`config.mk`:
```
export PLATFORM = sky130hd
export DESIGN_NAME = traffic_light_ctrl
export DESIGN_NICKNAME = d
export VERILOG_FILES = /design/src/rtl/traffic_light_ctrl.sv
export SDC_FILE = /design/constraint.sdc
export NUM_CORES = 1
export LEC_CHECK = 0
export ABC_CLOCK_PERIOD_IN_PS = 2900
export CAP_MARGIN = 25
export CORE_AREA = 2 2 39 41
export DETAILED_ROUTE_END_ITERATION = 8
export DIE_AREA = 0 0 41 43
export PLACE_DENSITY = 0.67
export SYNTH_ARGS = -nofsm -noshare
export SYNTH_HDL_FRONTEND = slang
export SYNTH_SLANG_ARGS = --single-unit
```
`constraint.sdc`:
```
create_clock -name clk -period 2.9 [get_ports clk]
set_input_delay 0.58 -clock clk [delete_from_list [all_inputs] [get_ports clk]]
set_output_delay 0.58 -clock clk [all_outputs]
set_load 0.02 [all_outputs]
```
`src/rtl/traffic_light_ctrl.sv`:
```
// traffic_light_ctrl
//
// Two-road intersection controller. A timed Moore FSM sequences the lamps
// for the main road and the side road. The main road rests in green. The
// side road is served only on demand: a vehicle on the side sensor, or a
// latched pedestrian request.
//
// Parameters:
//   GREEN_CYC  - green duration (minimum green for main, fixed green for side)
//   YELLOW_CYC - yellow duration, both roads
//   ALLRED_CYC - all-red clearance duration
//   CNT_W      - phase timer width; every duration must be in 1 .. 2**CNT_W
//
// Ports:
//   clk         in   rising-edge clock
//   rst_n       in   asynchronous active-low reset
//   side_req    in   side-road vehicle sensor (level, sampled every cycle)
//   ped_req     in   pedestrian button (pulse or level)
//   main_lt     out  main-road lamps {red, yellow, green}, one-hot
//   side_lt     out  side-road lamps {red, yellow, green}, one-hot
//   ped_walk    out  walk signal for crossing the main road (SIDE_G only)
//   ped_pending out  latched pedestrian request not yet served
//   sel         out  display mux select: 0 = main source, 1 = side source
//   dbg_state   out  raw FSM state register, for observation only
//
// Handshake: there is no valid/ready pair. side_req is a level that is
// sampled on every rising edge. A ped_req seen on any rising edge is latched
// into ped_pending and held until the next SIDE_G phase serves it.
module traffic_light_ctrl #(
  parameter int GREEN_CYC  = 8,
  parameter int YELLOW_CYC = 2,
  parameter int ALLRED_CYC = 1,
  parameter int CNT_W      = 4
) (
  input  logic       clk,
  input  logic       rst_n,
  input  logic       side_req,
  input  logic       ped_req,
  output logic [2:0] main_lt,
  output logic [2:0] side_lt,
  output logic       ped_walk,
  output logic       ped_pending,
  output logic       sel,
  output logic [2:0] dbg_state
);

  typedef enum logic [2:0] {
    MAIN_G = 3'd0,
    MAIN_Y = 3'd1,
    ALL_R1 = 3'd2,
    SIDE_G = 3'd3,
    SIDE_Y = 3'd4,
    ALL_R2 = 3'd5
  } state_e;

  // The timer is loaded with N-1 on entry, so a phase of N lasts N cycles.
  localparam logic [CNT_W-1:0] GREEN_LD  = CNT_W'(GREEN_CYC - 1);
  localparam logic [CNT_W-1:0] YELLOW_LD = CNT_W'(YELLOW_CYC - 1);
  localparam logic [CNT_W-1:0] ALLRED_LD = CNT_W'(ALLRED_CYC - 1);

  state_e           state_q, state_d;
  logic [CNT_W-1:0] cnt_q, cnt_d;
  logic             ped_q, ped_d;
  logic             reload;
  logic             cnt_zero;
  logic [CNT_W-1:0] load_val;

  always_ff @(posedge clk or negedge rst_n) begin
    if (!rst_n) begin
      state_q <= MAIN_G;
      cnt_q   <= GREEN_LD;
      ped_q   <= 1'b0;
    end else begin
      state_q <= state_d;
      cnt_q   <= cnt_d;
      ped_q   <= ped_d;
    end
  end

  assign cnt_zero = (cnt_q == '0);

  // Next state, timer and pedestrian latch.
  always_comb begin
    state_d  = state_q;
    reload   = 1'b0;
    load_val = ALLRED_LD;
    cnt_d    = cnt_q;
    ped_d    = ped_q;

    case (state_q)
      // Once the minimum green has run out, MAIN_G waits with the timer
      // parked at zero. The first request then exits on the next edge.
      MAIN_G: if (cnt_zero && (side_req || ped_q)) state_d = MAIN_Y;
      MAIN_Y: if (cnt_zero) state_d = ALL_R1;
      ALL_R1: if (cnt_zero) state_d = SIDE_G;
      SIDE_G: if (cnt_zero) state_d = SIDE_Y;
      SIDE_Y: if (cnt_zero) state_d = ALL_R2;
      ALL_R2: if (cnt_zero) state_d = MAIN_G;
      default: begin
        // An unused encoding recovers to main green with a fresh timer.
        state_d = MAIN_G;
        reload  = 1'b1;
      end
    endcase

    if (state_d != state_q) reload = 1'b1;

    case (state_d)
      MAIN_G, SIDE_G: load_val = GREEN_LD;
      MAIN_Y, SIDE_Y: load_val = YELLOW_LD;
      default:        load_val = ALLRED_LD;
    endcase

    if (reload)         cnt_d = load_val;
    else if (!cnt_zero) cnt_d = cnt_q - CNT_W'(1);

    // A request made during SIDE_G, or while entering it, is served by that
    // phase, so it is not latched. Entering SIDE_G clears the latch, and the
    // clear takes priority over a set in the same cycle.
    if (ped_req && (state_q != SIDE_G) && (state_d != SIDE_G)) ped_d = 1'b1;
    if ((state_d == SIDE_G) && (state_q != SIDE_G))            ped_d = 1'b0;
  end

  // Moore output decode: outputs depend only on registers.
  always_comb begin
    main_lt  = 3'b100;
    side_lt  = 3'b100;
    sel      = 1'b0;
    ped_walk = 1'b0;
    case (state_q)
      MAIN_G: main_lt = 3'b001;
      MAIN_Y: main_lt = 3'b010;
      SIDE_G: begin
        side_lt  = 3'b001;
        sel      = 1'b1;
        ped_walk = 1'b1;
      end
      SIDE_Y: begin
        side_lt = 3'b010;
        sel     = 1'b1;
      end
      default: ;
    endcase
  end

  assign ped_pending = ped_q;
  assign dbg_state   = state_q;

endmodule

```
Word level (Yosys, flattened, before mapping)
Index checks and enable logic that the tools add are counted.

Bits in registers: 8. Output and inout bits: 12. Word-level logic and storage cells: 47.

$add $sub $neg: 1. Equality and inequality tests: 12. Mux-type cells: 18. Reductions and logical operators: 13.

Operator list (count): two-way mux 3 bit (6); one-hot mux 3 bit (2 select lines) (3); one-hot mux 3 bit (6 select lines) (1); == test 3 x 2 -> 1 bit (second input constant) (3); == test 3 bit (second input constant) (3); two-way mux 4 bit (2); == test 3 x 1 -> 1 bit (second input constant) (2); logical NOT 3 bit (2); two-way mux 1 bit (6); != test 3 x 2 -> 1 bit (second input constant) (2); OR reduction 2 bit (3); OR reduction 6 bit (1); logical AND 1 bit (4); logical NOT 4 bit (1); subtractor 4 x 1 -> 4 bit (second input constant) (1); != test 3 bit (1); != test 2 bit (second input constant) (1); nonzero test 2 bit (1); logical OR 1 bit (1).

Logic depth before layout (Yosys ltp)
Depth after elaboration: 8. Depth in mapped cells: 6. Mapped depth without buffers: 5.

Worst setup path before layout
OpenSTA, ideal clock, no wires.

Path kind: reg2out. Start point: reg state_q[1] (netlist: dbg_state[1]). End point: out sel. Arrival: 1623 ps. Data required time: 2320 ps. Path slack: 697 ps. Cell stages (with the launch flop): 4. Path through: dfrtp_1 clkbuf_1 nor3b_1 or2_1.

Longest elaborated chain between the ends: 3.

Ends and longest elaborated chain: from (decl) (RTL line 61) `state_e state_q, state_d;`; from (signal assigned) (RTL line 74) `state_q <= state_d;`; == test 3 bit / == test 3 x 2 -> 1 bit (equally long branches) (RTL line 130) `case (state_q)`; OR reduction 2 bit (no line) *; two-way mux 1 bit * (RTL line 130); to (decl) (RTL line 43) `output logic sel,`.

Mark *: on every way between the ends. The rest lies on a longest branch, timed or not.

Worst setup path after layout
Ends and elaborated chain as after synthesis.

==> out/qor.log <==
qor: yosys.synth_enable_flop_cells 0
qor: pwr.peakVddDrop 0.000578 V
qor: setup_path.crit_fanout 14
qor: layout.num-nets-final 80
qor: sta.hold_violations 0
qor: yosys.ys_ff_latch 8
qor: floorplan.die_x 41 µm
qor: clock_network.master_cell_of_the_clock_root_buffer sky130_fd_sc_hd__clkbuf_4
qor: sta.max-slew-margin-rel 73.1%
qor: yosys.synth.yosys.warnings 0
qor: routing.per_cell_via_count_in_the_routed_design 5.49
qor: layout.layout-drive-gt1-share 10.8%
qor: layout.layout_common_cells sky130_fd_sc_hd__clkdlybuf4s50_1, sky130_fd_sc_hd__nor2_1, sky130_fd_sc_hd__dfrtp_1, sky130_fd_sc_hd__a21oi_1
qor: yosys.async_reset_ff_share 100%
qor: layout.fillerInstances 138
qor: setup_path.r2r-end cnt_q[1]
qor: clock_network.cts-resized-gates 0
qor: routing.via_count 494
qor: sta.fin_crit 2.60 ns
qor: routing.drt_pass1_iterations 4
qor: run.drv.max_cap_violation_count 0
qor: global_routing.most_utilized_layer_in_the_global_route_result met1
qor: global_routing.grt_max_degree 15
qor: yosys.synth_cell_type_count 31
qor: yosys.postSynthCellCount 59
qor: global_routing.grt_antenna_before_repair 0
qor: layout.sequential_cell_area 204 µm²
qor: layout.area_growth_syn_to_layout 35.0%
qor: global_routing.grt.overflow.total 0
qor: layout.final_area 694 µm²
qor: global_routing.grt_use_met3 4.71%
qor: setup_path.critPathMaxStageDelay 0.59 ns
qor: clock_network.post_cts_buffers 0
qor: floorplan.die-area 1760 µm²
qor: routing.antenna_violating_nets_post_route 0
qor: clock_network.cts-htree-levels 1
qor: sta.worst_pin_slew 0.403 ns
qor: global_routing.globalRouteMet2Util 20.9%
qor: layout.final_common_cell sky130_fd_sc_hd__clkdlybuf4s50_1
qor: pwr.power.density_cell_area 1400 nW/µm²
qor: floorplan.die-height 43 µm
qor: routing.detailedRoute.firstIterationViolations 13
qor: setup_path.critical-path-top-delay-family simple AND/OR/NAND/NOR gates
qor: sta.timing.final.crit_share 89.6%
qor: placed_design.numPortBuffers 15
qor: clock_network.cts_tree yes
qor: setup_path.critPathRequiredTime 2.32 ns
qor: layout.multi_input_gate_area 283 µm²
qor: setup_path.critPathSlowestCell sky130_fd_sc_hd__clkdlybuf4s50_1
qor: yosys.synth_nets 64
qor: yosys.area_of_the_mapped_netlist 514 µm²
qor: sta.final-max-slew-violation-count 0
qor: worst_hold_path.timing.hold.worst_path_depth 2
qor: clock_network.worst_setup_hold_path_clk_slew 0.05 ns
qor: routing.avgRoutedWirePerCell 12.8 µm
qor: pwr.report.power.total 974 µW
qor: pwr.power.leakage 0.000284 µW
qor: routing.totalWireLength 1150 µm
qor: global_routing.gr-usage-met1 23.1%
qor: global_routing.via_count_of_the_first_global_routing_pass 405
qor: global_routing.grt_util_all_layers 16.6%
qor: worst_hold_path.hold_path.startpoint cnt_q[2]
qor: yosys.postSynthAreaPerCell 8.72 µm²
qor: placed_design.placement.cell_area 668 µm²
qor: sta.fmax 0.385 GHz
qor: worst_hold_path.endpoint_of_the_worst_hold_timing_path cnt_q[2]
qor: setup_path.critical_path.endpoint_type primary output
qor: setup_path.cp.buffers_inverters 1
qor: sta.final.hold.worst_slack 0.547 ns
qor: yosys.synth_sequential_area_ratio 39.7%
qor: setup_path.crit_path_start_kind flip-flop
qor: floorplan.core.rowCount 14
qor: layout.antennaDiodeCount 0
qor: yosys.postSynth.topFlopCell sky130_fd_sc_hd__dfrtp_1
qor: clock_network.cts_made_buffers 3
qor: routing.drcViolationCount 0
qor: clock_network.clock-sinks 8
qor: setup_path.worst_setup_slack_for_register_to_register_paths 1.05 ns
qor: placed_design.gp_congestion 0.733
qor: global_routing.grt_first_pass_wirelength 1900 µm
qor: sta.setup_total_negative_slack 0 ns
qor: clock_network.hold_buffers 0
qor: floorplan.initial_core_util 37.2%
qor: setup_path.regToRegStartpoint cnt_q[0]
qor: sta.rsz0062_at_grt false
qor: status.outcome completed
qor: setup_path.crit_arrival 2.02 ns
qor: clock_network.clockBufferDepth 2
qor: clock_network.worst_skew_pair.late_latency 0.26 ns
qor: sta.finalSetupViolCount 0
qor: placed_design.place.detailed.hpwl 795 µm
qor: worst_hold_path.timing.hold.worst.class flip-flop to flip-flop
qor: sta.finClkSkew 0.00865 ns
qor: setup_path.worstSetupPathType flip-flop to primary output
qor: setup_path.reg2regPathDepth 5
qor: setup_path.crit_path_cell_trace nor2b_1, and2_1, or2_1, clkdlybuf4s50_1
qor: floorplan.core_area 1380 µm²
qor: floorplan.num_io_pins 16
## tightest hold or removal path: stages, from the launching register on
cell	delay, ns
sky130_fd_sc_hd__dfstp_2	0.39
sky130_fd_sc_hd__nand2b_1	0.07
sky130_fd_sc_hd__o211ai_1	0.08
## stage by stage
stage | utilization (%) | worst slack, ns | instances
finish | 50.2 | 0.301 | 90
global route | 50.2 | 0.129 | 90
CTS | 50.2 | 0.294 | 90
detailed placement | 48.3 | 0.578 | 86
global placement | 48.3 | 0.621 | 86
floorplan | - | 0.697 | 59
## layout make-up
class | count | share of cell area (%)
tap | 16 | 2.88
timing repair buffer | 15 | 21.6
inverter | 3 | 1.62
multi-input combinational | 44 | 40.7
clock buffer | 4 | 3.78
sequential | 8 | 29.4
## state kept, by name, indices dropped and copies added, names as in the netlist
signal / flops
cnt_q: 4
dbg_state: 3
ped_pending: 1
## logic make-up after synthesis
kind of cell	share of synthesized area, %
xor+xnor	1.70
fa+ha+maj	2.43
simple gates	34.6
buf+inv	5.35
flops	39.7
mux	3.89
compound gates	12.4
## cell usage after synthesis (2+ instances only)
cell / n / area [µm²]
sky130_fd_sc_hd__nor2_1: 8 / 30.0
sky130_fd_sc_hd__dfrtp_1: 5 / 125
sky130_fd_sc_hd__a21oi_1: 4 / 20.0
sky130_fd_sc_hd__clkbuf_1: 3 / 11.3
sky130_fd_sc_hd__dfstp_2: 3 / 78.8
sky130_fd_sc_hd__inv_1: 3 / 11.3
sky130_fd_sc_hd__nand2_1: 3 / 11.3
sky130_fd_sc_hd__and2_1: 2 / 12.5
sky130_fd_sc_hd__and3b_1: 2 / 17.5
sky130_fd_sc_hd__mux2i_1: 2 / 20.0
sky130_fd_sc_hd__nor3_1: 2 / 10.0
sky130_fd_sc_hd__o21ai_1: 2 / 10.0
sky130_fd_sc_hd__or2_1: 2 / 12.5
## how the worst max path moves through the flow
stage | start | slack (ns) | depth (start not counted) | end
after floorplan | dbg_state[1] | 0.70 | 3 | sel
final | dbg_state[1] | 0.30 | 4 | sel
after detailed placement | dbg_state[1] | 0.58 | 4 | sel
after global placement | dbg_state[1] | 0.62 | 4 | sel
after global routing | dbg_state[1] | 0.13 | 4 | sel
after CTS | dbg_state[1] | 0.29 | 4 | sel
## power by group
group | leakage [µW] | total (µW) | internal, µW | switching (µW)
logic | 0.000178 | 591 | 306 | 285
registers | 0.0000904 | 287 | 184 | 103
clock network | 0.0000150 | 96.1 | 53.0 | 43.1
total | 0.000284 | 974 | 543 | 431
## metal layers
| layer | vias to the layer above | share of wire, % |
|---|---|---|
| li1 | 236 | - |
| met1 | 233 | 46 |
| met2 | 21 | 46 |
| met3 | 4 | 5.4 |
| met4 | 0 | 2.7 |
| met5 | - | 0 |
(Power assumes the default switching activity.)
==> variant: new RTL, config.mk and constraints unchanged <==
Put one more register stage on the output `dbg_state`, with the module's reset. The value now appears one clock later. The other outputs are not delayed to match.
--- a/src/rtl/traffic_light_ctrl.sv
+++ b/src/rtl/traffic_light_ctrl.sv
@@ -144,7 +144,13 @@
   end
 
   assign ped_pending = ped_q;
-  assign dbg_state   = state_q;
+  always_ff @(posedge clk or negedge rst_n) begin
+    if (!rst_n) begin
+      dbg_state <= '0;
+    end else begin
+      dbg_state <= state_q;
+    end
+  end
 
 endmodule
 
Behaviour: not the same (a bounded check fails within 10 cycles, from zero or initial values and one cycle with rst_n low).
==> variant against the unedited design <==
- power is 4.8% higher
- cell area is 14% higher
- worst setup slack better by 0.040 ns
- synthesized area is 20% higher
- sequential cell count is 3 higher
- clock power is 7% higher
- clock skew is 0.0056 ns lower
- routed wire length is 9.4% higher
==> variant: results (changes against the unedited design) <==
* Placer Congestion at 0.7355 (+0.38%)
* Arrival @ worst endpoint at 1.98 ns (-0.04 ns)
* Worst Hold Class: flip-flop to flip-flop
* Share of layout cells above drive strength 1 at 13.41% (+2.6 points)
* Syn nets at 71 (+11%)
* Async SR Flop Fraction at 100.0% (unchanged)
* Biggest regs: cnt_q x4, dbg_state x3, state_q x3
* NetSw at 0.4502 mW (+4.5%)
* Detailed Routing Iterations Pass 1 at 4 (unchanged)
* 1st-iter DRT viols at 13 (unchanged)
* Post-synthesis sequential area ratio at 45.33% (+5.7 points)
* LEAKAGE at 0.3262 nW (+15%)
* Bufs on Longest Clock Path at 2 (unchanged)
* P_seq at 0.360 mW (+25%)
* Most frequent cells after synthesis: 8 x dfrtp_1, 6 x inv_1, 6 x nor2_1
* Status: complete, no violations
* Vias in the first global route at 440 (+8.6%)
* Global-route wire length before repair at 1911 µm (+0.74%)
* CP max FO at 11 (-3)
* Avg WL per Cell at 12.86 µm (+0.45%)
* Yosys Warn Count at 0 (unchanged)
* Setup Buffers After CTS at 0 (unchanged)
* Peak supply drop at 608.8 µV (+5.3%)
* Largest net degree at the start of global routing at 18 (+3)
* Placed Cells at 94 (+9.3%)
* Syn Inst Count at 66 (+12%)
* Clock slew at reported path FFs at 0.07 ns (+0.02 ns)
* DR vias at 536 (+8.5%)
* Logic power comb at 0.558 mW (-5.6%)
* Post-DP Area at 765.7 µm² (+15%)
* Gr usage total at 16.04% (-0.56 points)
* Port Buffers at 15 (unchanged)
* Final Skew at 0.003045 ns (-0.005606 ns)
* Clock Tree Root: clkbuf_4
* Synth top area cells: dfrtp_1 33%, dfstp_2 13%, a31oi_1 4.1%
* Final net count at 88 (+10%)
* Pwr Density at 1289 mW/mm² (-8.1%)
* Yosys cell types at 30 (-3.2%)
* Dpl hpwl at 900.5 µm (+13%)
* TritonCTS Buffers at 3 (unchanged)
* Final wirelength at 1260 µm (+9.4%)
* Worst slack at placement at 0.6287 ns (+0.05058 ns)
* Max_slew headroom at 67.36% (-5.8 points)
* Post-CTS resize count at 0 (unchanged)
[variant: changes by cell type in the layout (fill, tap and decap cells not counted), sizes merged, moves of 2 or more]
cell / unedited run / this run
a31oi: 1 / 4
nor3: 2 / 5
nand3: 0 / 2
nor2: 8 / 6
o21ai: 2 / 4
dfrtp: 5 / 8
a21oi: 4 / 1
and3b: 2 / 0
inv: 3 / 7
[variant: path summary, 6_finish.rpt]
path / startpoint / cells after the start / slack (ns) / end
hold reg to reg: cnt_q[0] / 1 / 0.56 / cnt_q[0]
min in group asynchronous: rst_n / 1 / 0.64 / cnt_q[3]
setup reg to reg: cnt_q[0] / 6 / 1.26 / cnt_q[1]
hold / removal: cnt_q[0] / 1 / 0.56 / cnt_q[0]
max in group asynchronous: rst_n / 1 / 1.92 / cnt_q[0]
setup / recovery: state_q[2] / 5 / 0.34 / side_lt[2]
[variant: kinds of logic after synthesis]
logic type      share of synthesized area (%)
xor+xnor                                1.423
simple gates                            27.64
mux                                     1.626
compound gates                          14.43
flops                                   45.33
fa+ha+maj                               2.032
buf+inv                                 7.518
[variant: cell type report]
| type | count | area [µm²] |
|---|---|---|
| Sequential cell | 11 | 279.0 |
| Clock buffer | 4 | 26.28 |
| Timing Repair Buffer | 15 | 150.1 |
| Multi-Input combinational cell | 45 | 290.3 |
| Tap cell | 16 | 20.02 |
| Inverter | 7 | 26.28 |
| Fill cell | 122 | 591.8 |
[variant: worst max-delay path, cell delays in order (launching register included)]
cell and delay (ns):
dfrtp_1 0.55, inv_2 0.12, and3_1 0.18, or2_1 0.22, inv_1 0.05, clkdlybuf4s50_1 0.59
[variant: per-layer routing]
metal  wire length [µm]  global-route usage (%)
met2                560                   22.81
met5                  0                       0
met3                109                   4.712
met1                562                   22.33
met4                 27                   6.000
